$ cat src/rtl/imem_loader.sv
// Serial boot loader: turns a length-prefixed byte frame into instruction-memory writes
// and holds the CPU while loading. Define LOADER_CHECKSUM_EN to require a trailing checksum byte.
//   state   | meaning
//   S_IDLE  | waiting for start, CPU free
//   S_LEN   | expecting length byte N (words)
//   S_DATA  | collecting the 4 bytes of the current word, LSB first
//   S_WRITE | one-cycle write strobe of the assembled word
//   S_CSUM  | expecting checksum byte (checksum build only)
//   S_DONE  | frame loaded, done held until next start
//   S_ERR   | frame rejected, error held until next start
module imem_loader #(
  parameter int ADDR_W    = 8,
  parameter int BASE_ADDR = 0
) (
  input  logic              clk,
  input  logic              rst,
  input  logic              start,
  input  logic [7:0]        byte_in,
  input  logic              byte_valid,
  output logic              byte_ready,
  output logic              imem_we,
  output logic [ADDR_W-1:0] imem_addr,
  output logic [31:0]       imem_wdata,
  output logic              cpu_hold,
  output logic              done,
  output logic              error
);

  typedef enum logic [2:0] {
    S_IDLE, S_LEN, S_DATA, S_WRITE, S_CSUM, S_DONE, S_ERR
  } state_e;

  state_e              state_q, state_d;
  logic [7:0]          len_q, len_d;
  logic [7:0]          idx_q, idx_d;
  logic [1:0]          bcnt_q, bcnt_d;
  logic [23:0]         word_q, word_d;
  logic [ADDR_W-1:0]   addr_q, addr_d;
  logic [31:0]         wdata_q, wdata_d;
  logic                accept;
`ifdef LOADER_CHECKSUM_EN
  logic [7:0]          csum_q, csum_d;
  logic [7:0]          csum_total;
`endif

  assign accept = byte_valid && byte_ready;

  always_ff @(posedge clk or negedge rst) begin
    if (!rst) begin
      state_q <= S_IDLE;
      len_q   <= '0;
      idx_q   <= '0;
      bcnt_q  <= '0;
      word_q  <= '0;
      addr_q  <= '0;
      wdata_q <= '0;
`ifdef LOADER_CHECKSUM_EN
      csum_q  <= '0;
`endif
    end else begin
      state_q <= state_d;
      len_q   <= len_d;
      idx_q   <= idx_d;
      bcnt_q  <= bcnt_d;
      word_q  <= word_d;
      addr_q  <= addr_d;
      wdata_q <= wdata_d;
`ifdef LOADER_CHECKSUM_EN
      csum_q  <= csum_d;
`endif
    end
  end

  always_comb begin
    state_d = state_q;
    len_d   = len_q;
    idx_d   = idx_q;
    bcnt_d  = bcnt_q;
    word_d  = word_q;
    addr_d  = addr_q;
    wdata_d = wdata_q;
`ifdef LOADER_CHECKSUM_EN
    csum_d     = csum_q;
    csum_total = csum_q + byte_in;
`endif
    case (state_q)
      S_IDLE, S_DONE, S_ERR: begin
        if (start) begin
          state_d = S_LEN;
          idx_d   = '0;
          bcnt_d  = '0;
`ifdef LOADER_CHECKSUM_EN
          csum_d  = '0;
`endif
        end
      end
      S_LEN: begin
        if (accept) begin
`ifdef LOADER_CHECKSUM_EN
          csum_d = byte_in;
`endif
          if (byte_in == 8'd0) begin
            state_d = S_ERR;
          end else begin
            len_d   = byte_in;
            state_d = S_DATA;
          end
        end
      end
      S_DATA: begin
        if (accept) begin
`ifdef LOADER_CHECKSUM_EN
          csum_d = csum_total;
`endif
          bcnt_d = bcnt_q + 2'd1;
          case (bcnt_q)
            2'd0: word_d[7:0]   = byte_in;
            2'd1: word_d[15:8]  = byte_in;
            2'd2: word_d[23:16] = byte_in;
            default: begin
              // the top byte goes straight to the output register, so the word is complete in WRITE
              wdata_d = {byte_in, word_q};
              addr_d  = ADDR_W'(BASE_ADDR) + ADDR_W'(idx_q);
              state_d = S_WRITE;
            end
          endcase
        end
      end
      S_WRITE: begin
        if (idx_q == 8'(len_q - 8'd1)) begin
`ifdef LOADER_CHECKSUM_EN
          state_d = S_CSUM;
`else
          state_d = S_DONE;
`endif
        end else begin
          idx_d   = idx_q + 8'd1;
          state_d = S_DATA;
        end
      end
      S_CSUM: begin
`ifdef LOADER_CHECKSUM_EN
        if (accept) begin
          state_d = (csum_total == 8'd0) ? S_DONE : S_ERR;
        end
`else
        state_d = S_IDLE;
`endif
      end
      default: state_d = S_IDLE;
    endcase
  end

  assign byte_ready = (state_q == S_LEN) || (state_q == S_DATA) || (state_q == S_CSUM);
  assign imem_we    = (state_q == S_WRITE);
  assign cpu_hold   = byte_ready || imem_we;
  assign done       = (state_q == S_DONE);
  assign error      = (state_q == S_ERR);
  assign imem_addr  = addr_q;
  assign imem_wdata = wdata_q;

endmodule

$ cat config.mk
export PLATFORM = sky130hd
export DESIGN_NAME = imem_loader
export DESIGN_NICKNAME = d
export VERILOG_FILES = /design/src/rtl/imem_loader.sv
export SDC_FILE = /design/constraint.sdc
export NUM_CORES = 1
export LEC_CHECK = 0
export BUFFER_PORTS_ARGS = -buffer_cell sky130_fd_sc_hd__clkbuf_2
export CORE_MARGIN = 2
export CORE_UTILIZATION = 56
export DETAILED_ROUTE_END_ITERATION = 7
export PLACE_DENSITY = 0.76
export SLEW_MARGIN = 20
export SYNTH_ARGS = -nofsm -noshare
export SYNTH_HDL_FRONTEND = slang
export SYNTH_SLANG_ARGS = --single-unit
export TNS_END_PERCENT = 30
$ cat constraint.sdc
create_clock -name clk -period 3.03 [get_ports clk]
set_clock_uncertainty 0.15 [all_clocks]
set_input_delay 0.4545 -clock clk [delete_from_list [all_inputs] [get_ports clk]]
set_output_delay 0.4545 -clock clk [all_outputs]
set_load 0.05 [all_outputs]
==> metrics.txt, run 1 <==
Post-Synth XOR/XNOR Area=1.877%; clk slew on worst S/H paths=0.09 ns; Synth Flop Type=dfrtp_1; worst-case clock buffer depth=2; number of global-route vias before repair=2416; Final min period=2.788 ns; dominant cell type by area after synthesis=dfrtp_1; HP Class=in2async; critical path startpoint category=register; global-route wire length before repair=12040 um; Hold Slack=-0.01902 ns; Rel. slew slack=35.65%; Syn Area/Cell=13.10 um2; Vias=2453; TritonCTS clock tree=built; top cells by area, synth=dfrtp_1 57%, mux2_1 20%, ha_1 2.0%, nand2_1 1.7%, o21ai_1 1.6%; Post-Synthesis Cells=285; count of final max-slew check failures=0; area added between synthesis and finish=14.85%; Synth Area in Compound Gates=8.210%; RSZ-0062 raised after global routing=false; CTS Hold Bufs=0; post-synth top area share=56.97%; Worst-Margin Slew=0.9652 ns; Syn Nets=303; Initial Util=58.46%; # port buffers=56; setup repair bufs after CTS=0; most instantiated library cell after synthesis=dfrtp_1; DR WL/cell=16.85 um; DRT Wirelength=7246 um; #FFs+latches synth=85; cts bufs inserted=9; number of diodes=0; Die W=85.65 um; status=finished, violations left; share of cells above drive strength 1=23.23%; clock root cell=clkbuf_8; post-synthesis simple-gate area fraction=8.512%; crit-path max FO=14; pre-CTS WS=0.2795 ns; Ys Warns=0; total grt overflow=0; Final Cycle Share=92.02%; worst setup margin=0.2417 ns; worst skew pair latency=0.35 ns; Seq/Total Area, Yosys=56.97%; I/O pins=57; Vias per Instance=5.705; Max-Cap Viols=0; multiplexer area fraction after synthesis=20.51%; die area=7336 um2; Mapped Area=3734 um2; num rows=29; core area=6386 um2; Crit. End Element=register; Post-DP HPWL=4930 um; initial antenna violation count=0; nets@finish=366; Detailed Route Iter0 Violations=123; failing checks=hold timing; ys async rst share=100.0%; Pre-antenna DRT Iters=5; routability cong.=0.8490; Data arrival, critical path=2.93 ns; EDFF count, synth=0; Total Routing Usage GR=21.48%; Pwr Density=1150 nW/um2; CP required=3.17 ns; setup TNS=0 ns; drc violations=0; CTS H-Tree Depth=3; post-CTS sizing=0; Sink Count=85; top cells by count, synth=85 x dfrtp_1, 67 x mux2_1, 17 x nand2_1; Distinct cells, synth=47; Fmax=0.3586 GHz; Peak VDD IR=0.6954 mV; Final Setup Violations=0; critical path class=reg2reg; antenna-violating nets left=0; Static Leak=0.001991 uW; main combinational cell family by area after synthesis=multiplexers; adder-cell share of the synthesized area=2.011%; Final Hold Violating Endpoints=11; largest net degree at the start of global routing=86; Die Span Y=85.65 um
## layout by cell type (no fill, tap or decap), types with 2 or more instances in the layout
cell / count
a21o_1: 4
clkinvlp_4: 2
clkbuf_8: 9
nor2_1: 3
ha_1: 6
dfrtp_1: 85
and2_1: 2
inv_1: 8
clkinv_4: 2
mux2_1: 67
xor2_1: 3
buf_4: 4
and3_1: 3
o21ai_1: 12
o211ai_1: 3
xnor2_1: 5
nand2b_1: 3
nand3_1: 6
nand3b_1: 2
nand4_1: 3
nor4_1: 3
nor3_1: 6
nand2_1: 16
clkbuf_2: 55
a21oi_1: 7
or3_1: 3
o31ai_1: 4
## area by class of cell
| type | count | area, um2 |
|---|---|---|
| Clock buffer | 10 | 127.6 |
| Clock inverter | 6 | 48.80 |
| Fill cell | 468 | 2098 |
| Inverter | 9 | 33.78 |
| Multi-Input combinational cell | 183 | 1538 |
| Sequential cell | 85 | 2127 |
| Tap cell | 77 | 96.34 |
| Timing Repair Buffer | 60 | 316.6 |
## through the flow
step | cells | utilization (%) | total power (uW) | cell area [um2]
final | 430 | 67.14 | 4933 | 4288
after global routing | 430 | 67.14 | 5213 | 4288
after CTS | 430 | 67.08 | 4977 | 4284
after detailed placement | 414 | 64.32 | 4244 | 4108
after global placement | 414 | 64.32 | 4171 | 4108
after floorplan | 285 | - | 3673 | 3734
## metal layers
metal / wire [um] / track usage (%) / up-vias
met5: 0 / 0 / -
met3: 386 / 5.197 / 15
met2: 3333 / 33.24 / 75
met1: 3387 / 29.24 / 1196
met4: 138 / 9.235 / 0
li1: - / - / 1167
## worst max-delay path, cell delays in order (launching register included)
cell and delay (ns):
dfrtp_1 0.43, inv_1 0.09, ha_1 0.19, or3b_1 0.41, nor4_1 0.26, o211ai_2 0.13, a311oi_4 0.58, buf_4 0.24
a21o_1 0.10, mux2_2 0.14
## report_power, final
| group | switching (uW) | internal, uW | total [uW] |
|---|---|---|---|
| registers | 333 | 1650 | 1980 |
| logic | 1560 | 667 | 2230 |
| clock network | 419 | 305 | 724 |
## cells by family after synthesis
group                      after synthesis
AOI/OAI and AO/OA                       43
and+or+nand+nor                         58
buffers and inverters                   17
xor gates and xnor gates                 8
adders and majority gates                6
muxes                                   68
DFF                                     85
## state kept, by name, summed over array words and instances, names as in the netlist
| signal | flops |
|---|---|
| imem_addr | 8 |
| imem_wdata | 32 |
| idx_q | 8 |
| len_q | 8 |
| state_q | 3 |
| word_q | 24 |
| bcnt_q | 2 |
## final timing paths
| path | slack [ns] | startpoint | end | depth (start not counted) |
|---|---|---|---|---|
| setup / recovery | 0.24 | len_q[0] | idx_q[0] | 9 |
| hold / removal | -0.02 | rst | imem_addr[7] | 1 |
| setup reg to reg | 0.24 | len_q[0] | idx_q[0] | 9 |
| hold reg to reg | 0.33 | word_q[14] | imem_wdata[14] | 1 |
| max in group asynchronous | 2.22 | rst | word_q[19] | 1 |
| min in group clk | 0.24 | start | state_q[2] | 3 |
Note: power is estimated with default switching activity, not from simulation.
==> run 2, diff against run 1 <==
--- a/config.mk
+++ b/config.mk
@@ -5,11 +5,12 @@
 export SDC_FILE = /design/constraint.sdc
 export NUM_CORES = 1
 export LEC_CHECK = 0
+export ABC_AREA = 1
 export BUFFER_PORTS_ARGS = -buffer_cell sky130_fd_sc_hd__clkbuf_2
-export CORE_MARGIN = 2
-export CORE_UTILIZATION = 56
+export CORE_MARGIN = 3
+export CORE_UTILIZATION = 57
 export DETAILED_ROUTE_END_ITERATION = 7
-export PLACE_DENSITY = 0.76
+export PLACE_DENSITY = 0.77
 export SLEW_MARGIN = 20
 export SYNTH_ARGS = -nofsm -noshare
 export SYNTH_HDL_FRONTEND = slang
==> metrics.txt, run 2 <==
critical path startpoint category=register; Syn Area/Cell=9.534 um2 (-27%); die area=7852 um2 (+7.0%); Rel. slew slack=50.86% (+15 points); post-synthesis simple-gate area fraction=19.56% (+11 points); filler instances=508 (+8.5%); Final Cycle Share=80.70% (-11 points); Final Setup Violations=0 (unchanged); num rows=29 (unchanged); Die W=88.61 um (+3.5%); Multi-input gate area=1551 um2 (+0.90%); Post-DP HPWL=5353 um (+8.6%); Fmax=0.4090 GHz (+14%); Pwr Density=880.1 nW/um2 (-23%); critical-path cell list=nor2_2 -> inv_2 -> nor2_2 -> inv_1 -> nand2_1 -> clkbuf_2; Max stage delay on crit path=0.45 ns (-0.13 ns); multiplexer area fraction after synthesis=9.167% (-11 points); core area=6495 um2 (+1.7%); number of global-route vias before repair=2808 (+16%); Critical path buffers and inverters=3 (+1); main combinational cell family by area after synthesis=simple AND/OR/NAND/NOR gates; initial antenna violation count=0 (unchanged); I/O pins=57 (unchanged); Slowest-stage cell, CP=dfrtp_1; Data arrival, critical path=1.84 ns (-1.09 ns); Final Instance Area=4395 um2 (+2.5%); dominant cell type by area after synthesis=dfrtp_1; CP delay by family, top=simple AND/OR/NAND/NOR gates; clk slew on worst S/H paths=0.09 ns (about the same); commonest non-fill, non-tap cell in the layout=nand2_1; Initial Util=59.89% (+1.4 points); most frequent cells in the layout=119 x nand2_1, 85 x dfrtp_1, 55 x clkbuf_2; EDFF count, synth=0 (unchanged); Distinct cells, synth=28 (-40%); antenna-violating nets left=0 (unchanged); Static Leak=0.002454 uW (+23%); post-place instance area=4215 um2 (+2.6%); Final Hold Violating Endpoints=2 (-9); nets@finish=483 (+32%); worst setup margin=0.5848 ns (+0.3432 ns); critical path class=reg2out; #FFs+latches synth=85 (unchanged); post-synth top area share=54.68% (-2.3 points); total grt overflow=0 (unchanged); DR WL/cell=13.98 um (-17%); CTS H-Tree Depth=3 (unchanged); pre-CTS WS=0.9640 ns (+0.6845 ns); Synth Area in Compound Gates=7.205% (-1.0 points); Hold Slack=-0.007076 ns (+0.01194 ns); Worst-Margin Slew=0.7371 ns (-0.2281 ns); setup repair bufs after CTS=0 (unchanged); HP Class=in2async; clock root cell=clkbuf_8; worst-case clock buffer depth=2 (unchanged); most used cell, CP=nor2_2; top cells by count, synth=119 x nand2_1, 85 x dfrtp_1, 53 x o21ai_0; DRT Wirelength=7647 um (+5.5%); # port buffers=56 (unchanged); share of cells above drive strength 1=23.83% (+0.60 points); failing checks=hold timing; Sink Count=85 (unchanged); Vias per Instance=5.225 (-8.4%); Syn Nets=426 (+41%); Detailed Route Iter0 Violations=141 (+15%); Total Routing Usage GR=21.72% (+0.24 points); Reg-to-Reg Start=len_q[0]; cts bufs inserted=9 (unchanged); area added between synthesis and finish=12.99%; RSZ-0062 raised after global routing=false; most instantiated library cell after synthesis=nand2_1; Vias=2858 (+17%); Largest register FFs=32 (unchanged); routability cong.=0.8647 (+1.8%); number of diodes=0 (unchanged); global-route wire length before repair=13070 um (+8.5%); ys async rst share=100.0% (unchanged); CP required=2.43 ns (-0.74 ns); Seq/Total Area, Yosys=54.68% (-2.3 points); Mapped Area=3890 um2 (+4.2%); TritonCTS clock tree=built; Max-Cap Viols=0 (unchanged); status=finished, violations left; Post-Synth XOR/XNOR Area=2.026% (+0.15 points); adder-cell share of the synthesized area=1.930% (-0.081 points); Final min period=2.445 ns (-0.3432 ns); Ys Warns=0 (unchanged); drc violations=0 (unchanged); CP startpoint=state_q[2]; Crit. End Element=primary output; setup TNS=0 ns (unchanged); post-CTS sizing=0 (unchanged); Die Span Y=88.61 um (+3.5%); largest net degree at the start of global routing=86 (unchanged); CTS Hold Bufs=0 (unchanged); register area=2127 um2 (unchanged); count of final max-slew check failures=0 (unchanged); top cells by area, synth=dfrtp_1 55%, nand2_1 11%, mux2_4 7.7%, o21ai_0 6.8%, inv_1 3.8%; Synth Flop Type=dfrtp_1; Post-Synthesis Cells=408 (+43%); crit-path max FO=8 (-6); Peak VDD IR=0.7373 mV (+6.0%); Pre-antenna DRT Iters=4 (-1); worst skew pair latency=0.35 ns (about the same)
## run 2: metal layers
metal	global-route usage, %	vias to the layer above	share of wire [%]
li1	-	1425	-
met4	9.203	0	1.4
met1	28.25	1360	47
met5	0	-	0
met2	36.23	63	48
met3	3.445	10	3.2
## run 2: cell type report
| class | count | share of cell area, % |
|---|---|---|
| timing repair buffer | 56 | 6.519 |
| multi-input combinational | 271 | 35.30 |
| clock inverter | 6 | 1.110 |
| tap | 77 | 2.192 |
| sequential | 85 | 48.39 |
| clock buffer | 10 | 2.903 |
| inverter | 42 | 3.587 |
## run 2: kinds of logic (layout without fill, tap and decap cells)
| kind of cell | count (synthesis) | in the layout |
|---|---|---|
| simple gates | 175 | 175 |
| flops | 85 | 85 |
| buf+inv | 52 | 114 |
| fa+ha+maj | 6 | 6 |
| compound gates | 56 | 56 |
| mux | 25 | 25 |
| xor+xnor | 9 | 9 |
## run 2: final timing paths
check	endpoint	slack, ns	cells past startpoint
max in group asynchronous	imem_wdata[29]	2.25	1
min	imem_wdata[1]	-0.007	1
min in group clk	word_q[2]	0.34	3
min reg2reg	word_q[19]	0.34	2
max	cpu_hold	0.58	6
max reg2reg	idx_q[6]	0.93	13
## run 2: power by group
group          internal (uW)  leakage [uW]  switching [uW]  total [uW]
Sequential              1420       0.00114             225        1640
Clock                    304     0.0000791             421         725
Combinational            453       0.00123            1050        1500
## run 2: per-stage QoR
stage | utilization, % | hold WS (ns) | instances | power, uW
after floorplan | - | 0.008909 | 408 | 2805
after global placement | 64.90 | 0.3161 | 531 | 3108
after detailed placement | 64.90 | 0.3258 | 531 | 3163
after CTS | 67.62 | 0.1683 | 547 | 3888
after global routing | 67.67 | 0.04782 | 547 | 4163
final | 67.67 | -0.007076 | 547 | 3869
==> run 3, diff against run 2 <==
--- a/config.mk
+++ b/config.mk
@@ -8,9 +8,9 @@
 export ABC_AREA = 1
 export BUFFER_PORTS_ARGS = -buffer_cell sky130_fd_sc_hd__clkbuf_2
 export CORE_MARGIN = 3
-export CORE_UTILIZATION = 57
+export CORE_UTILIZATION = 51
 export DETAILED_ROUTE_END_ITERATION = 7
-export PLACE_DENSITY = 0.77
+export PLACE_DENSITY = 0.72
 export SLEW_MARGIN = 20
 export SYNTH_ARGS = -nofsm -noshare
 export SYNTH_HDL_FRONTEND = slang
==> constraint.sdc (replaced) <==
create_clock -name clk -period 2.2 [get_ports clk]
set_clock_uncertainty 0.15 [all_clocks]
set_input_delay 0.33 -clock clk [delete_from_list [all_inputs] [get_ports clk]]
set_output_delay 0.33 -clock clk [all_outputs]
set_load 0.05 [all_outputs]
==> metrics.txt, run 3 (synthesized netlist as in run 2, its figures left out) <==
CP required=1.72 ns (-0.71 ns); Hold Slack=0.1879 ns (+0.1950 ns); Layout Utilization=62.28% (-5.4 points); Static Leak=0.002519 uW (+2.7%); antenna-violating nets left=0 (unchanged); dpl cells=556 (+4.7%); Die W=93.34 um (+5.3%); Crit. End Element=primary output; count of final max-slew check failures=0 (unchanged); Data arrival, critical path=1.61 ns (-0.23 ns); TritonCTS clock tree=built; global-route wire length before repair=13930 um (+6.6%); largest net degree at the start of global routing=49 (-43%); Die Span Y=93.34 um (+5.3%); Reg-to-Reg Start=len_q[0]; most used cell, CP=inv_2; core area=7331 um2 (+13%); nets@finish=488 (+1.0%); worst flop-to-flop path endpoint=idx_q[1]; Final min period=2.090 ns; DRT Wirelength=7990 um (+4.5%); Final Setup Violations=0 (unchanged); total grt overflow=0 (unchanged); setup TNS=0 ns (unchanged); worst reg-to-reg path cell count=14 (+1); worst skew pair latency=0.36 ns (about the same); # port buffers=56 (unchanged); Post-DP HPWL=5640 um (+5.4%); critical path startpoint category=register; CTS H-Tree Depth=3 (unchanged); Sink Count=85 (unchanged); Slowest-stage cell, CP=dfrtp_1; flop-to-flop setup slack=0.21 ns (-0.72 ns); Peak VDD IR=0.7542 mV (+2.3%); final cell count without fillers=574 (+4.9%); Rel. slew slack=66.78% (+16 points); Detailed Route Iter0 Violations=175 (+24%); Largest register FFs=32 (unchanged); worst-case clock buffer depth=2 (unchanged); Vias per Instance=5.033 (-3.7%); most frequent cells in the layout=118 x nand2_1, 84 x dfrtp_1, 53 x o21ai_0, 53 x clkbuf_2, 39 x inv_1; status=finished, final reports clean; critical-path cell list=inv_2 -> nor2_2 -> inv_2 -> nor2_4 -> inv_4 -> nand2_2 -> a21oi_2 -> nand2_1 -> buf_4; Worst-Margin Slew=0.4983 ns (-0.2388 ns); Pwr Density=1249 nW/um2 (+42%); area added between synthesis and finish=17.37%; drc violations=0 (unchanged); Pre-antenna DRT Iters=4 (unchanged); critical path class=reg2out; hold path start=byte_in[6]; number of global-route vias before repair=2875 (+2.4%); routability cong.=0.8762 (+1.3%); cell depth of the worst min-delay path=3; DR WL/cell=13.92 um (-0.43%); Final Hold Violating Endpoints=0 (-2); number of diodes=0 (unchanged); commonest non-fill, non-tap cell in the layout=nand2_1; cts bufs inserted=9 (unchanged); Initial Util=53.06% (-6.8 points); RSZ-0062 raised after global routing=true; Hold EP=word_q[14]; Total Routing Usage GR=20.35% (-1.4 points); I/O pins=57 (unchanged); HP Class=in2reg; crit-path max FO=4 (-4); Vias=2889 (+1.1%); share of cells above drive strength 1=25.26% (+1.4 points); clk slew on worst S/H paths=0.09 ns (about the same); clock root cell=clkbuf_8; Final Cycle Share=94.99%; Max-Cap Viols=0 (unchanged); Max stage delay on crit path=0.42 ns (-0.03 ns); num rows=31 (+6.9%); die area=8711 um2 (+11%); initial antenna violation count=0 (unchanged); CP startpoint=state_q[1]; Fmax=0.4785 GHz
## run 3: cell count changes in the layout (fill, tap and decap cells not counted), sizes merged
cell	previous run	this run
clkinv	2	1
buf	1	7
inv	43	45
dlygate4sd3	0	1
bufinv	0	2
clkinvlp	3	1
clkbuf	65	62
## run 3: worst max-delay path: cells and delay by family (launching register included)
family / cells / cell delay (ns)
and+or+nand+nor: 4 / 0.24
AOI/OAI and AO/OA: 1 / 0.15
DFF: 1 / 0.42
buffers and inverters: 4 / 0.46
## run 3: layout make-up
cell class / instances / area, um2
Clock inverter: 7 / 105.1
Clock buffer: 9 / 123.9
Tap cell: 99 / 123.9
Inverter: 42 / 160.2
Multi-Input combinational cell: 271 / 1572
Timing Repair Buffer: 61 / 352.8
Fill cell: 607 / 2765
Sequential cell: 85 / 2128
## run 3: layer usage
metal	GRT usage, %	part of all wire, %	vias to the layer above
li1	-	-	1441
met1	28.02	47	1375
met2	32.70	47	63
met3	3.459	3.9	10
met4	6.960	1.7	0
met5	0	0	-
## run 3: metrics by stage
step                      total power [uW]  setup slack (ns)  instance area, um2
after floorplan                       3864          0.006182                3890
after global placement                4309            0.2520                4290
after CTS                             5678          0.004955                4538
after global routing                  6153          -0.04089                4566
after detailed placement              4379            0.2374                4290
final                                 5701            0.1102                4566
## run 3: power by group
part           switching (uW)  total (uW)  internal [uW]
logic                    1500        2180            681
registers                 308        2260           1950
clock network             608        1270            657
total                    2410        5700           3290
## run 3: repair_timing
action / CTS / global route
buffers inserted: 0 / 1
endpoints found under the hold margin: 38 / 0
gates resized for setup: 3 / 7
cloned: 0 / 0
setup endpoints to repair: 2 / 10
hold buffers: 1 / 0
## run 3: worst max-delay path by stage
stage                     cells after the start  slack, ns       end
after floorplan                               5      0.006  cpu_hold
after global placement                       11       0.25  idx_q[2]
after CTS                                     9      0.005  cpu_hold
final                                         9       0.11  cpu_hold
after global routing                         14      -0.04  idx_q[0]
after detailed placement                     13       0.24  idx_q[0]
